$ cat config.mk
export PLATFORM = sky130hd
export DESIGN_NAME = traffic_light_monitor_flat
export DESIGN_NICKNAME = d
export VERILOG_FILES = /design/src/rtl/traffic_light_monitor_if.sv /design/src/rtl/traffic_light_monitor.sv /design/src/flat_wrapper.sv
export SDC_FILE = /design/constraint.sdc
export NUM_CORES = 1
export LEC_CHECK = 0
export ABC_AREA = 1
export ABC_CLOCK_PERIOD_IN_PS = 2330
export CAP_MARGIN = 20
export CELL_PAD_IN_SITES_DETAIL_PLACEMENT = 1
export CELL_PAD_IN_SITES_GLOBAL_PLACEMENT = 1
export CORE_MARGIN = 2
export CORE_UTILIZATION = 30
export DETAILED_ROUTE_END_ITERATION = 7
export PLACE_DENSITY_LB_ADDON = 0.1
export SETUP_SLACK_MARGIN = 0.1
export SLEW_MARGIN = 0
export SYNTH_ARGS = -nofsm -noshare
export SYNTH_HDL_FRONTEND = slang
export SYNTH_SLANG_ARGS = --single-unit
$ cat constraint.sdc
create_clock -name clk -period 2.33 [get_ports clk]
set_input_delay 0.466 -clock clk [delete_from_list [all_inputs] [get_ports clk]]
set_output_delay 0.466 -clock clk [all_outputs]
set_load 0.03 [all_outputs]
$ cat src/rtl/traffic_light_monitor_if.sv
// Lamp bus between the two-street controller and its safety monitor.
// The monitor takes the slave side; the controller or a test driver takes the master side.
interface traffic_light_monitor_if #(
    parameter int CNT_W = 16
);
    logic [2:0]       la;
    logic [2:0]       lb;
    logic             clear;
    logic             fault;
    logic [2:0]       fault_code;
    logic             force_red;
    logic [2:0]       phase;
    logic             phase_valid;
    logic [CNT_W-1:0] cycle_cnt;

    modport master (
        output la, lb, clear,
        input  fault, fault_code, force_red, phase, phase_valid, cycle_cnt
    );

    modport slave (
        input  la, lb, clear,
        output fault, fault_code, force_red, phase, phase_valid, cycle_cnt
    );
endinterface

$ cat src/rtl/traffic_light_monitor.sv
// Lamp-bus safety monitor: rebuilds the 8-phase cycle and latches the first rule violation.
// Lamp words are registered, then judged on the following edge (2-edge latency); no backpressure.
module traffic_light_monitor #(
    parameter int MIN_ALLRED = 1,
    parameter int YEL_MAX    = 1,
    parameter int CNT_W      = 16
) (
    input  logic                   clk,
    input  logic                   reset,
    traffic_light_monitor_if.slave bus
);
    localparam logic [2:0] RED = 3'b111;
    localparam logic [2:0] YEL = 3'b100;
    localparam logic [2:0] GRN = 3'b110;

    localparam int AR_W = $clog2(MIN_ALLRED + 2);
    localparam int YC_W = $clog2(YEL_MAX + 2);
    localparam logic [AR_W-1:0] AR_MAX  = AR_W'(MIN_ALLRED);
    localparam logic [YC_W-1:0] YEL_LIM = YC_W'(YEL_MAX);
    localparam logic [YC_W-1:0] YEL_SAT = YC_W'(YEL_MAX + 1);

    typedef enum logic [1:0] {SYNC, RUN, FAULT} state_t;

    state_t           state;
    logic [2:0]       cur_a, cur_b, prev_a, prev_b;
    logic             cur_vld, prev_vld;
    logic [AR_W-1:0]  allred_cnt;
    logic [YC_W-1:0]  yel_a, yel_b;
    logic             grn_hist_a, grn_hist_b, owner_b;
    logic             fault_q, pv_q;
    logic [2:0]       code_q, phase_q;
    logic [CNT_W-1:0] cnt_q;

    logic       a_red, b_red, a_ok, b_ok;
    logic       c_bad, c_conf, c_seq, c_short, c_yel;
    logic       basic_en, full_en;
    logic [2:0] new_code, dec_phase;

    always_comb begin
        a_red   = (cur_a == RED);
        b_red   = (cur_b == RED);
        a_ok    = (cur_a inside {RED, YEL, GRN});
        b_ok    = (cur_b inside {RED, YEL, GRN});
        c_bad   = cur_vld && !(a_ok && b_ok);
        c_conf  = cur_vld && !a_red && !b_red;
        c_seq   = cur_vld && prev_vld &&
                  ((prev_a == GRN && cur_a == RED) || (prev_a == RED && cur_a == GRN) ||
                   (prev_b == GRN && cur_b == RED) || (prev_b == RED && cur_b == GRN));
        c_short = cur_vld && prev_vld && (allred_cnt < AR_MAX) &&
                  ((prev_a == RED && !a_red) || (prev_b == RED && !b_red));
        c_yel   = cur_vld && ((cur_a == YEL && yel_a >= YEL_LIM) ||
                              (cur_b == YEL && yel_b >= YEL_LIM));
        // A clear out of FAULT restarts in SYNC, so only sample-local rules apply there.
        basic_en = (state != FAULT) || bus.clear;
        full_en  = (state == RUN);
    end

    always_comb begin
        new_code = 3'd0;
        if (basic_en && c_bad)        new_code = 3'd1;
        else if (basic_en && c_conf)  new_code = 3'd2;
        else if (full_en && c_seq)    new_code = 3'd3;
        else if (full_en && c_short)  new_code = 3'd4;
        else if (full_en && c_yel)    new_code = 3'd5;
    end

    always_comb begin
        dec_phase = 3'd2;
        if (cur_a == GRN)                     dec_phase = 3'd0;
        else if (cur_b == GRN)                dec_phase = 3'd4;
        else if (cur_a == YEL)                dec_phase = grn_hist_a ? 3'd1 : 3'd7;
        else if (cur_b == YEL)                dec_phase = grn_hist_b ? 3'd5 : 3'd3;
        else if (state == RUN && owner_b)     dec_phase = 3'd6;
    end

    always_ff @(posedge clk or posedge reset) begin
        if (reset) begin
            state      <= SYNC;
            cur_a      <= 3'd0;
            cur_b      <= 3'd0;
            prev_a     <= 3'd0;
            prev_b     <= 3'd0;
            cur_vld    <= 1'b0;
            prev_vld   <= 1'b0;
            allred_cnt <= AR_MAX;
            yel_a      <= '0;
            yel_b      <= '0;
            grn_hist_a <= 1'b0;
            grn_hist_b <= 1'b0;
            owner_b    <= 1'b0;
            fault_q    <= 1'b0;
            code_q     <= 3'd0;
            phase_q    <= 3'd0;
            pv_q       <= 1'b0;
            cnt_q      <= '0;
        end else begin
            cur_a    <= bus.la;
            cur_b    <= bus.lb;
            cur_vld  <= 1'b1;
            prev_a   <= cur_a;
            prev_b   <= cur_b;
            prev_vld <= cur_vld && !bus.clear;

            if (cur_vld) begin
                if (a_red && b_red)
                    allred_cnt <= (allred_cnt == AR_MAX) ? allred_cnt : allred_cnt + 1'b1;
                else
                    allred_cnt <= '0;
                yel_a <= (cur_a != YEL) ? '0 : (yel_a == YEL_SAT) ? yel_a : yel_a + 1'b1;
                yel_b <= (cur_b != YEL) ? '0 : (yel_b == YEL_SAT) ? yel_b : yel_b + 1'b1;
                // Yellow direction depends on the colour held before the yellow began.
                if (cur_a != YEL) grn_hist_a <= (cur_a == GRN);
                if (cur_b != YEL) grn_hist_b <= (cur_b == GRN);
                if (!a_red || !b_red) owner_b <= !b_red;
            end

            if (new_code != 3'd0) begin
                state   <= FAULT;
                fault_q <= 1'b1;
                code_q  <= new_code;
                pv_q    <= 1'b0;
            end else if (bus.clear) begin
                state   <= SYNC;
                fault_q <= 1'b0;
                code_q  <= 3'd0;
                pv_q    <= 1'b0;
            end else begin
                case (state)
                    SYNC: if (cur_vld) begin
                        state   <= RUN;
                        pv_q    <= 1'b1;
                        phase_q <= dec_phase;
                    end
                    RUN: begin
                        phase_q <= dec_phase;
                        if (phase_q == 3'd7 && dec_phase == 3'd0) cnt_q <= cnt_q + 1'b1;
                    end
                    default: ;
                endcase
            end
        end
    end

    assign bus.fault       = fault_q;
    assign bus.force_red   = fault_q;
    assign bus.fault_code  = code_q;
    assign bus.phase       = phase_q;
    assign bus.phase_valid = pv_q;
    assign bus.cycle_cnt   = cnt_q;
endmodule

$ cat src/flat_wrapper.sv
// flat-port wrapper written by rule: the top's interface ports become plain ports
module traffic_light_monitor_flat 
#(
    parameter int MIN_ALLRED = 1,
    parameter int YEL_MAX    = 1,
    parameter int CNT_W      = 16
)
  (clk, reset, bus_la, bus_lb, bus_clear, bus_fault, bus_fault_code, bus_force_red, bus_phase, bus_phase_valid, bus_cycle_cnt);
  traffic_light_monitor_if #(.CNT_W(CNT_W)) bus_i ();
  input  logic clk;
  input  logic reset;
  input wire logic [$bits(bus_i.la)-1:0] bus_la;
  input wire logic [$bits(bus_i.lb)-1:0] bus_lb;
  input wire logic [$bits(bus_i.clear)-1:0] bus_clear;
  output wire logic [$bits(bus_i.fault)-1:0] bus_fault;
  output wire logic [$bits(bus_i.fault_code)-1:0] bus_fault_code;
  output wire logic [$bits(bus_i.force_red)-1:0] bus_force_red;
  output wire logic [$bits(bus_i.phase)-1:0] bus_phase;
  output wire logic [$bits(bus_i.phase_valid)-1:0] bus_phase_valid;
  output wire logic [$bits(bus_i.cycle_cnt)-1:0] bus_cycle_cnt;
  assign bus_i.la = bus_la;
  assign bus_i.lb = bus_lb;
  assign bus_i.clear = bus_clear;
  assign bus_fault = bus_i.fault;
  assign bus_fault_code = bus_i.fault_code;
  assign bus_force_red = bus_i.force_red;
  assign bus_phase = bus_i.phase;
  assign bus_phase_valid = bus_i.phase_valid;
  assign bus_cycle_cnt = bus_i.cycle_cnt;
  traffic_light_monitor #(.MIN_ALLRED(MIN_ALLRED), .YEL_MAX(YEL_MAX), .CNT_W(CNT_W)) u_core (.clk(clk), .reset(reset), .bus(bus_i));
endmodule
==> summary.txt <==
Critical path
  • Worst Reg-to-Reg Cells: 12
  • Critical path arrival: 1500 ps
  • CP Cell Sequence: clkdlybuf4s50_1
  • Max FO, Critical Path: 7
  • R2r setup slk: 510 ps
  • Crit path required time: 1860 ps
  • Startpoint type of the worst setup path: flop
  • Top delay family on crit path: buffers and inverters
  • Max incr delay on CP: 720 ps
  • Reg2Reg Capture Point: u_core.bus.cycle_cnt[11]$_DFFE_PP0P_
  • Slowest-stage cell, CP: clkdlybuf4s50_1
  • CP Class: flop to output port
  • CP bufs+invs: 1
  • Element type at the critical path end: output port
  • Worst R2R Start: u_core.allred_cnt[0]$_DFFE_PP1P_

Clocking
  • Cts hold-fix bufs: 0
  • Post-CTS setup buffer count: 0
  • CTS tree: done
  • CTS H-Tree Depth: 2
  • Clock transition at path regs: 90 ps
  • Num CTS Buffers: 5
  • Max clock buf depth: 2
  • Clock Sinks: 48
  • Root Driver: clkbuf_8
  • Worst skew pair latency: 300 ps
  • CTS resizes: 0

Die
  • Initial core utilization: 31.03%
  • Number of I/O pins: 34
  • Die Area: 9253 um2
  • Horiz. Die Dim: 96.20 um
  • Die H: 96.20 um
  • Core area: 8217 um2
  • Cell row count: 33

STA
  • Setup violators final: 0
  • Fmax: 0.5079 GHz
  • RSZ-0062 raised after global routing: false
  • Max-slew violations: 0
  • Minimum clock period: 1969 ps
  • Clk_skew: 7.911 ps
  • Final Hold Vio Count: 0
  • Final Cycle Share: 84.51%
  • Total negative slack: 0 ps

Global routing
  • First-pass GRT wire length: 10730 um
  • Largest net degree at the start of global routing: 49
  • Total Routing Usage GR: 15.24%
  • Grt total ovfl: 0
  • Vias in the first global route: 2193
  • Antenna violations before repair: 0

Routing
  • WL met2: 3346 um
  • Vias per inst: 4.749
  • # DRC: 0
  • Total number of vias: 2123
  • Routed length per instance: 14.11 um
  • Drt total wl: 6309 um
  • Max layer used: met4
  • DRT met1 WL: 2718 um
  • ANT nets after route: 0
  • Metal3 WL: 186 um
  • Initial DRC count: 43
  • Pre-antenna DRT Iters: 4

Cells and area
  • Post-layout instance area: 3132 um2
  • Share of layout cells above drive strength 1: 9.357%
  • ANT cells: 0
  • Area Overhead vs Synth: 22.82%
  • Final #Nets: 357

Synthesis
  • Count leader, synth: nand2_1
  • Synth Cell Area: 2550 um2
  • Synth async-reset ratio: 100.0%
  • Post-synth cell types: 33
  • Yosys reg bits: 48
  • Synth area leader: dfrtp_1
  • Syn. warnings: 0
  • Syn nets: 318
  • Synth cell count leaders: 87 x nand2_1, 47 x dfrtp_1, 28 x inv_1
  • Most area-consuming cells after synthesis: dfrtp_1 46%, nand2_1 13%, nand4_1 5.9%, inv_1 4.1%, nand3_1 4.1%
  • Cells after Synth: 302
  • Yosys top cell area share: 46.12%
  • Number of synthesized flops with an enable pin: 0
  • Mean area per synthesized cell: 8.444 um2
  • Ys flop type: dfrtp_1
  • Seq/Total Area, Yosys: 47.15%

Pwr
  • Register share of total power: 50.5%
  • Fraction of power spent switching nets: 28.00%
  • Internal power: 1308 uW
  • PD cells: 580.2 nW/um2
  • Clk pwr share: 33.4%
  • Net Sw Power: 508.7 uW
  • Combinational fraction of design power: 16.0%
  • Leak pwr: 0.001481 uW
  • Max IR drop VDD: 0.0002050 V
  • Tot Pwr: 1817 uW

Placement
  • Placed inst area: 3024 um2
  • Port Buffer Count: 33
  • Dpl hpwl: 4642 um
  • Final GP Congestion: 0.8042

Min path
  • Hold worst-path end: u_core.prev_b[0]$_DFF_PP0_
  • Worst Hold Launch: u_core.cur_b[0]$_DFF_PP0_
  • HP Class: flop to flop
  • Hold depth: 0

Job
  • Maxcap violations: 0

Run status
  • Status: completed
## logic make-up after synthesis
group | after synthesis | share of synthesized area (%)
xor+xnor | 13 | 4.465
flops | 48 | 47.15
other cells | 1 | 0.1471
fa+ha+maj | 7 | 3.435
buf+inv | 37 | 6.330
simple gates | 173 | 33.32
compound gates | 23 | 5.152
## worst max-delay path by stage
stage / slack (ps) / depth (start not counted) / endpoint / startpoint
6_report: 360 / 1 / bus_cycle_cnt[5] / u_core.bus.cycle_cnt[5]$_DFFE_PP0P_
5_1_grt: 270 / 1 / bus_cycle_cnt[5] / u_core.bus.cycle_cnt[5]$_DFFE_PP0P_
4_1_cts: 320 / 1 / bus_cycle_cnt[10] / u_core.bus.cycle_cnt[10]$_DFFE_PP0P_
3_5_place_dp: 100 / 11 / u_core.bus.cycle_cnt[13]$_DFFE_PP0P_ / bus_clear
3_3_place_gp: 150 / 11 / u_core.bus.cycle_cnt[13]$_DFFE_PP0P_ / bus_clear
2_1_floorplan: 590 / 11 / u_core.bus.cycle_cnt[4]$_DFFE_PP0P_ / u_core.state[0]$_DFFE_PP0P_
## registers in the layout, summed over array words and instances, names as in the netlist, 3 cells and up
register / flops
u_core.bus.cycle_cnt: 16
u_core.prev_b: 3
u_core.prev_a: 3
u_core.cur_a: 3
u_core.bus.fault_code: 3
u_core.cur_b: 3
u_core.bus.phase: 3
## cells in the final DEF, fill, tap and decap left out, types with 2 or more instances in the layout
cell              n
clkdlybuf4s50_1  33
nor3_2            2
nand3b_1          2
o21ai_1           2
o21ai_0          14
dfrtp_1          47
nand3_2           4
nand3_1          21
xnor2_1           5
a21oi_1           5
nand2_2           4
xor2_1            8
nand4_1          24
nor4_1            2
nand2_1          87
nor2_1           20
buf_4             6
inv_1            27
inv_2             2
ha_1              7
clkbuf_8          5
## stage by stage
step | util (%) | cells | setup WS [ps] | hold slack (ps)
after floorplan | - | 302 | 585.1 | 412.0
after global placement | 36.81 | 439 | 154.0 | 436.8
after detailed placement | 36.81 | 439 | 102.0 | 434.1
after CTS | 38.11 | 447 | 321.3 | 455.6
after global routing | 38.11 | 447 | 268.2 | 461.1
final | 38.11 | 447 | 360.9 | 448.9
## power groups by stage
stage | sequential (uW) | clock (uW) | combinational, uW
2_1_floorplan | 976 | 0 | 135
3_5_place_dp | 936 | 0 | 297
3_3_place_gp | 935 | 0 | 294
4_1_cts | 919 | 647 | 298
5_1_grt | 925 | 678 | 323
6_report | 918 | 608 | 291
## area by class of cell
class	instances	area, um2
fill	995	5085
sequential	48	1202
multi-input combinational	217	1186
timing repair buffer	40	395.4
tap	105	131.4
inverter	29	108.9
clock buffer	6	72.57
clock inverter	2	35.03
## per-layer routing
layer | vias up | GRT usage [%]
li1 | 1065 | -
met1 | 1026 | 18.13
met2 | 28 | 27.43
met3 | 4 | 2.976
met4 | 0 | 4.762
met5 | - | 0
Power figures use the tool's default switching activity.
